==> src/rtl/multi_clock_divider.sv <==
// Programmable multi-channel clock divider: per-channel half-period counter with
// shadowed divisor reload, 50% duty output clock and half-period tick strobe.
module multi_clock_divider #(
   parameter int CH_COUNT    = 4,
   parameter int CNT_W       = 27,
   parameter int DEFAULT_DIV = 50_000
) (
   input  logic                      clk,
   input  logic                      reset,
   input  logic [CH_COUNT-1:0]       i_en,
   input  logic [CH_COUNT-1:0]       i_load,
   input  logic [CH_COUNT*CNT_W-1:0] i_div,
   input  logic                      i_sync,
   output logic [CH_COUNT-1:0]       o_clk,
   output logic [CH_COUNT-1:0]       o_tick,
   output logic [CH_COUNT-1:0]       o_pending
);

   localparam logic [CNT_W-1:0] DEF_DIV = CNT_W'(DEFAULT_DIV);
   localparam logic [CNT_W-1:0] ONE     = CNT_W'(1);

   logic [CNT_W-1:0]    cnt_q [CH_COUNT];
   logic [CNT_W-1:0]    cnt_d [CH_COUNT];
   logic [CNT_W-1:0]    act_q [CH_COUNT];
   logic [CNT_W-1:0]    act_d [CH_COUNT];
   logic [CNT_W-1:0]    shd_q [CH_COUNT];
   logic [CNT_W-1:0]    shd_d [CH_COUNT];
   logic [CH_COUNT-1:0] pend_q, pend_d;
   logic [CH_COUNT-1:0] div_clk_q, div_clk_d;
   logic [CH_COUNT-1:0] tick_q, tick_d;

   // A zero divisor behaves as one so the wrap compare can never be skipped.
   function automatic logic [CNT_W-1:0] eff_div(input logic [CNT_W-1:0] a);
      return (a == '0) ? ONE : a;
   endfunction

   always_comb begin
      pend_d    = pend_q;
      div_clk_d = div_clk_q;
      tick_d    = tick_q;
      for (int k = 0; k < CH_COUNT; k++) begin
         cnt_d[k] = cnt_q[k];
         act_d[k] = act_q[k];
         shd_d[k] = shd_q[k];
         if (i_sync) begin
            cnt_d[k]     = '0;
            div_clk_d[k] = 1'b0;
            tick_d[k]    = 1'b0;
            if (i_load[k]) begin
               shd_d[k]  = i_div[k*CNT_W +: CNT_W];
               act_d[k]  = i_div[k*CNT_W +: CNT_W];
               pend_d[k] = 1'b0;
            end else if (pend_q[k]) begin
               act_d[k]  = shd_q[k];
               pend_d[k] = 1'b0;
            end
         end else begin
            if (!i_en[k]) begin
               cnt_d[k]     = '0;
               div_clk_d[k] = 1'b0;
               tick_d[k]    = 1'b0;
               if (pend_q[k]) begin
                  act_d[k]  = shd_q[k];
                  pend_d[k] = 1'b0;
               end
            end else if (cnt_q[k] == eff_div(act_q[k]) - ONE) begin
               cnt_d[k]     = '0;
               div_clk_d[k] = ~div_clk_q[k];
               tick_d[k]    = 1'b1;
               if (pend_q[k]) begin
                  act_d[k]  = shd_q[k];
                  pend_d[k] = 1'b0;
               end
            end else begin
               cnt_d[k]  = cnt_q[k] + ONE;
               tick_d[k] = 1'b0;
            end
            // A load on the same edge as an apply becomes the next pending value.
            if (i_load[k]) begin
               shd_d[k]  = i_div[k*CNT_W +: CNT_W];
               pend_d[k] = 1'b1;
            end
         end
      end
   end

   always_ff @(posedge clk or negedge reset) begin
      if (!reset) begin
         for (int k = 0; k < CH_COUNT; k++) begin
            cnt_q[k] <= '0;
            act_q[k] <= DEF_DIV;
            shd_q[k] <= DEF_DIV;
         end
         pend_q    <= '0;
         div_clk_q <= '0;
         tick_q    <= '0;
      end else begin
         for (int k = 0; k < CH_COUNT; k++) begin
            cnt_q[k] <= cnt_d[k];
            act_q[k] <= act_d[k];
            shd_q[k] <= shd_d[k];
         end
         pend_q    <= pend_d;
         div_clk_q <= div_clk_d;
         tick_q    <= tick_d;
      end
   end

   assign o_clk     = div_clk_q;
   assign o_tick    = tick_q;
   assign o_pending = pend_q;

endmodule

==> config.mk <==
export PLATFORM = sky130hd
export DESIGN_NAME = multi_clock_divider
export DESIGN_NICKNAME = d
export VERILOG_FILES = /design/src/rtl/multi_clock_divider.sv
export SDC_FILE = /design/constraint.sdc
export NUM_CORES = 1
export LEC_CHECK = 0
export CORE_UTILIZATION = 25
export CTS_BUF_LIST = sky130_fd_sc_hd__clkbuf_4
export CTS_CLUSTER_DIAMETER = 150
export DETAILED_ROUTE_END_ITERATION = 8
export SLEW_MARGIN = 5
export SYNTH_ARGS = -nofsm -noshare
export SYNTH_HDL_FRONTEND = slang
export SYNTH_SLANG_ARGS = --single-unit
export TNS_END_PERCENT = 100
==> constraint.sdc <==
create_clock -name clk -period 4.2 [get_ports clk]
set_input_delay 0.63 -clock clk [delete_from_list [all_inputs] [get_ports clk]]
set_output_delay 0.63 -clock clk [all_outputs]
set_load 0.02 [all_outputs]
* Yosys cells after proc, flatten, opt, wreduce, memory -nomap -nowiden
Cells that the tools add are included.
Operators by class: add/sub/neg operators 8, equality and inequality tests 12, muxes and demuxes 76, bitwise operators 4, reductions and logical operators 4
Operator list (count):
- 2-to-1 mux 27 bit | 36
- adder 27 x 1 -> 27 bit (second input constant) | 4
- equality test 27 bit | 4
- logical NOT 27 bit | 4
- subtractor 27 x 1 -> 27 bit (second input constant) | 4
- 2-to-1 mux 1 bit | 40
- inequality test 4 x 1 -> 1 bit (second input constant) | 4
- inequality test 3 x 1 -> 1 bit (second input constant) | 4
- NOT 1 bit | 4
Word-level totals: register bits after elaboration 336, bits of input ports 119, logic and storage cells 125

* Longest topological paths before layout
Gate-level depths: netlist (run 1).
word-level depth 8, depth in mapped cells 19

* Worst setup path before layout (run 1)
OpenSTA, ideal clock, no wires.
path type register to register, start point register act_q[88] (netlist bit), end point register pend_q[0], in the netlist o_pending[0], library setup time 0.132 ns, arrival 4.409 ns, path slack -0.341 ns, stages on the path, launching flop included 14, path through dfrtp_1 -> nor4_1 -> nand4_1 -> o31a_1 -> ha_1 -> nor2b_1 -> or3_1 -> a31o_2 -> a31o_2 -> or4_1 -> nor4_1 -> and3_1 -> clkbuf_1 -> o2bb2ai_1
Between the ends: cells in the longest elaborated chain, start to end 5
Ends and longest elaborated chain:
- from (decl) | RTL line 24 | logic [CNT_W-1:0] act_q [CH_COUNT];
- from (signal, indexed assignment) | RTL line 100 | act_q[k] <= act_d[k];
- logical NOT 27 bit | RTL line 34 | return (a == '0) ? ONE : a;
- 2-to-1 mux 27 bit (*) | RTL line 34
- subtractor 27 x 1 -> 27 bit (*) | RTL line 66 | end else if (cnt_q[k] == eff_div(act_q[k]) - ONE) begin
- equality test 27 bit (*) | RTL line 66
- inequality test 4 x 1 -> 1 bit (no line) (*)
- to (signal assigned) | RTL line 103 | pend_q <= pend_d;
- to (decl) | RTL line 28 | logic [CH_COUNT-1:0] pend_q, pend_d;
Every way passes the cells marked *; elsewhere a longest branch is shown, timed or not. A chain may end at the register's enable or synchronous reset.

* Worst setup path in the final report (run 1)
start point register act_q[68] (netlist bit), end point register act_q[67] (netlist bit)
Between the ends: cells in the longest elaborated chain, start to end 5
Ends and longest elaborated chain (RTL line):
- logical NOT 27 bit | 34
- 2-to-1 mux 27 bit (*) | 34
- subtractor 27 x 1 -> 27 bit (*) | 66
- equality test 27 bit (*) | 66
- inequality test 3 x 1 -> 1 bit (no line) (*)
Marked as above.

==> results of run 1 <==
==> metal layers <==
layer  up-vias  track usage, %  part of all wire, %
li1       8180               -                    -
met1      8232            20.4                   49
met2       438            20.3                   42
met3       101            3.15                  6.3
met4         0            4.69                  2.5
met5         -               0                    0
==> metrics by stage <==
stage	power (mW)	instances	hold slack (ns)
floorplan	5.24	2068	0.334
global placement	6.08	3229	0.488
detailed placement	6.10	3229	0.495
CTS	9.60	3413	0.295
global route	10.1	3417	0.315
finish	9.47	3418	0.326
==> cells in the mapped netlist, types with 24 or more instances <==
cell type,number
dfstp_2,48
mux2_2,110
a22oi_1,59
nand4_1,40
nand3_1,69
nor4_1,42
clkbuf_1,118
o21ai_0,24
and4_1,42
nand2_1,141
inv_1,24
o221ai_1,29
nand2b_1,42
nor3_1,97
o22ai_1,91
nor2_1,194
dfrtp_1,288
and3_1,32
xor2_1,102
xnor2_1,110
a21oi_1,47
==> area by class of cell <==
| type | count | area [sq um] | share of cell area, % |
|---|---|---|---|
| clock inverter | 27 | 203 | 0.826 |
| timing repair buffer | 270 | 2530 | 10.3 |
| tap | 1040 | 1300 | 5.30 |
| inverter | 25 | 93.8 | 0.382 |
| antenna | 5 | 12.5 | 0.0510 |
| clock buffer | 154 | 1160 | 4.71 |
| sequential | 336 | 8470 | 34.5 |
| multi-input combinational | 1561 | 10800 | 43.9 |
==> final timing paths <==
kind / cells past startpoint / end / start
worst max-delay path: 13 / act_q[67] / act_q[68]
worst max register to register: 13 / act_q[67] / act_q[68]
worst min register to register: 1 / shd_q[86] / shd_q[86]
max in group asynchronous: 3 / act_q[62] / reset
worst min-delay path: 2 / act_q[43] / reset
min in group clk: 2 / shd_q[41] / i_div[68]
==> flip-flops by register name, summed over array words and instances (netlist names) <==
| name | flops |
|---|---|
| act_q | 108 |
| cnt_q | 108 |
| o_clk | 4 |
| o_pending | 4 |
| o_tick | 4 |
| shd_q | 108 |
==> cells by family (layout without fill, tap and decap cells) <==
group / Yosys count / in the layout / synth area share, %
AOI/OAI and AO/OA: 396 / 396 / 14.8
other: 0 / 5 / 0
DFF: 336 / 336 / 42.9
xor gates and xnor gates: 212 / 212 / 9.41
muxes: 121 / 121 / 6.83
adders and majority gates: 8 / 8 / 0.507
buffers and inverters: 171 / 476 / 3.56
and+or+nand+nor: 824 / 824 / 22.0
==> report_power, final <==
| group | internal [mW] | total, mW | switching (mW) |
|---|---|---|---|
| clock network | 1.85 | 3.39 | 1.54 |
| logic | 1.01 | 2.18 | 1.17 |
| registers | 3.61 | 3.90 | 0.295 |
| total | 6.47 | 9.47 | 3.00 |
==> critical path: stages, from the launching register on <==
cell and delay [ns]:
dfstp_2 0.59, nor4_1 0.10, and4_1 0.23, a31oi_1 0.18
ha_1 0.21, nor3b_4 0.27, and3_1 0.40, a21oi_1 0.11
nand3b_1 0.17, a211oi_1 0.26, o2111ai_1 0.28, or4_1 0.63
buf_4 0.19, a32o_1 0.23
==> repair_timing <==
action / CTS / global route
resized for setup: 4 / 17
buffers inserted: 1 / 1
pin swaps: 2 / 5
hold endpoints to repair: 73 / 0
hold buffers: 1 / 0
gates cloned: 1 / 0
setup endpoints to repair: 23 / 119
==> run summary, run 1 <==
The run finished with clean final reports. The final net count is between 2000 and 2500. The post-route worst setup slack came out at ~0.21 ns. Cells fill a little under a third of the core in the end.

The number of remaining DRC errors came out at 0. The type of the tightest min-delay check is primary input to asynchronous set/reset pin. The number of global-route vias before repair is 16337.

The floorplan step defined a die boundary enclosing between 80000 and 90000 sq um. The die span in x came out at 283 um. The total nets after synthesis is around 2200. Summed over all failing endpoints, the final setup total negative slack is 0 ns.

The core area came out at just under 80000 sq um. The library cell used most frequently in the layout, excluding fill and tap cells, is dfrtp_1. Subtracting the final worst setup slack from the clock period gives ~4.0 ns. The transition time at the pin with the least slew margin is around 1.2 ns. The number of pins exceeding their max-slew limit in the final report came out at 0.

The achievable clock frequency came out at 251 MHz. The fraction of the cycle the final worst path needs is between 90 and 100%. The die span in y came out at ~280 um. The clock sink count came out at ~340. The starting utilization of the core area is roughly 25%. Sorting the synthesized cells by area gives the leading types as dfrtp_1, dfstp_2, mux2_2, xnor2_1, xor2_1. The worst setup path is captured at a register. The worst setup path is of the register to register kind. The share of flip-flops with an asynchronous set or reset is between 90% and 100%. The global route total overflow is 0. The total setup violations reported at the end of the flow is 0. The number of endpoints with negative hold slack in the final report is 0.

The synthesized area per cell came out at roughly 9.5 sq um. The HPWL after detailed placement is 40200 um. The post-route cell area came out at ~25000 sq um. The top-area cell type share of the netlist area is between 30% and 40%. The initial antenna violation count came out at 6. The floorplan row count came out at 102. In this run, the number of DRC markers left after iteration 0 of detailed routing was about 1300.

The routed wire length is 56700 um. The post-synthesis instance total is between 2000 and 2500. The worst register-to-register path has a setup slack of approximately 0.21 ns. 131 I/O pins were placed. Before CTS, the worst setup slack after placement is about 0.039 ns.

CTS placed an instance of clkbuf_4 at the clock tree root. IR analysis of the VDD net gives a maximum drop of 0.232 mV. The largest driver fanout on the critical path came out at 7.

Dividing the detail-routed via count by the number of cells gives roughly 5. The global-route usage over all layers is between 10 and 15%. TritonCTS built the clock tree. In the synthesized netlist the dominant register cell turns out to be dfrtp_1. The cell area reported after detailed placement came out at 23100 sq um.

The count of flip-flops with a built-in enable after synthesis is 0. The filler cells instantiated in the layout total around 8000. The worst-case clock buffer depth is 3. The type of element launching the critical path is a register. Counting flops and latches in the post-synthesis netlist gives between 300 and 400. The data required time of the critical path is 4.89 ns. Entering global routing, the biggest net connects 92 pins. For this run, the number of Yosys warnings is 0. The count of H-tree levels built during CTS came out at 3. The reported leakage power is around 9.5 nW.

The area added between synthesis and finish is 24.4%. On the final layout, the worst clock skew is a little under 0.08 ns. The remaining antenna violation count after routing came out at 0. The worst max-slew margin expressed relative to the limit came out at between 15 and 20%. The endpoint arrival time on the critical path is approximately 4.7 ns. The sequential-to-total area share from yosys stat came out at a little over two fifths. After clock tree synthesis, the clock-pin slew on the worst setup and hold paths is about 0.070 ns. The number of maximum-capacitance violations came out at 0. The later pin in the worst-skew pair is clocked with a latency of about 0.88 ns. The first global-routing pass estimated a little over 90000 um of wire. The congestion estimate from routability-driven global placement came to just over 0.9.

The layout cell share with drive strength beyond 1 came out at a little over a fifth. In this run the tool buffered the top-level ports with 130 buffer cells. Counting the buffers created by CTS gives between 90 and 100. The number of vias after detailed routing came out at about 17000. The mapped cell area came out at between 15000 and 20000 sq um. The routed wire length per instance is 16.6 um. dfrtp_1 takes more of the synthesized area than any other cell. The areal power density over the cells came out at 386 nW/um^2. The unique cell type count in the Yosys netlist is 83.

The top cell types in the final layout, fill and taps aside, are dfrtp_1, nor2_1, clkbuf_4. The number of search-and-repair iterations in the first detailed-routing pass came out at 5.
Power figures use the tool's default switching activity.
==> run 2: changes to the inputs <==
CAP_MARGIN = 0   (was not set)
==> results of run 2 <==
The final DEF is identical to that of run 1; final timing and power are the same.
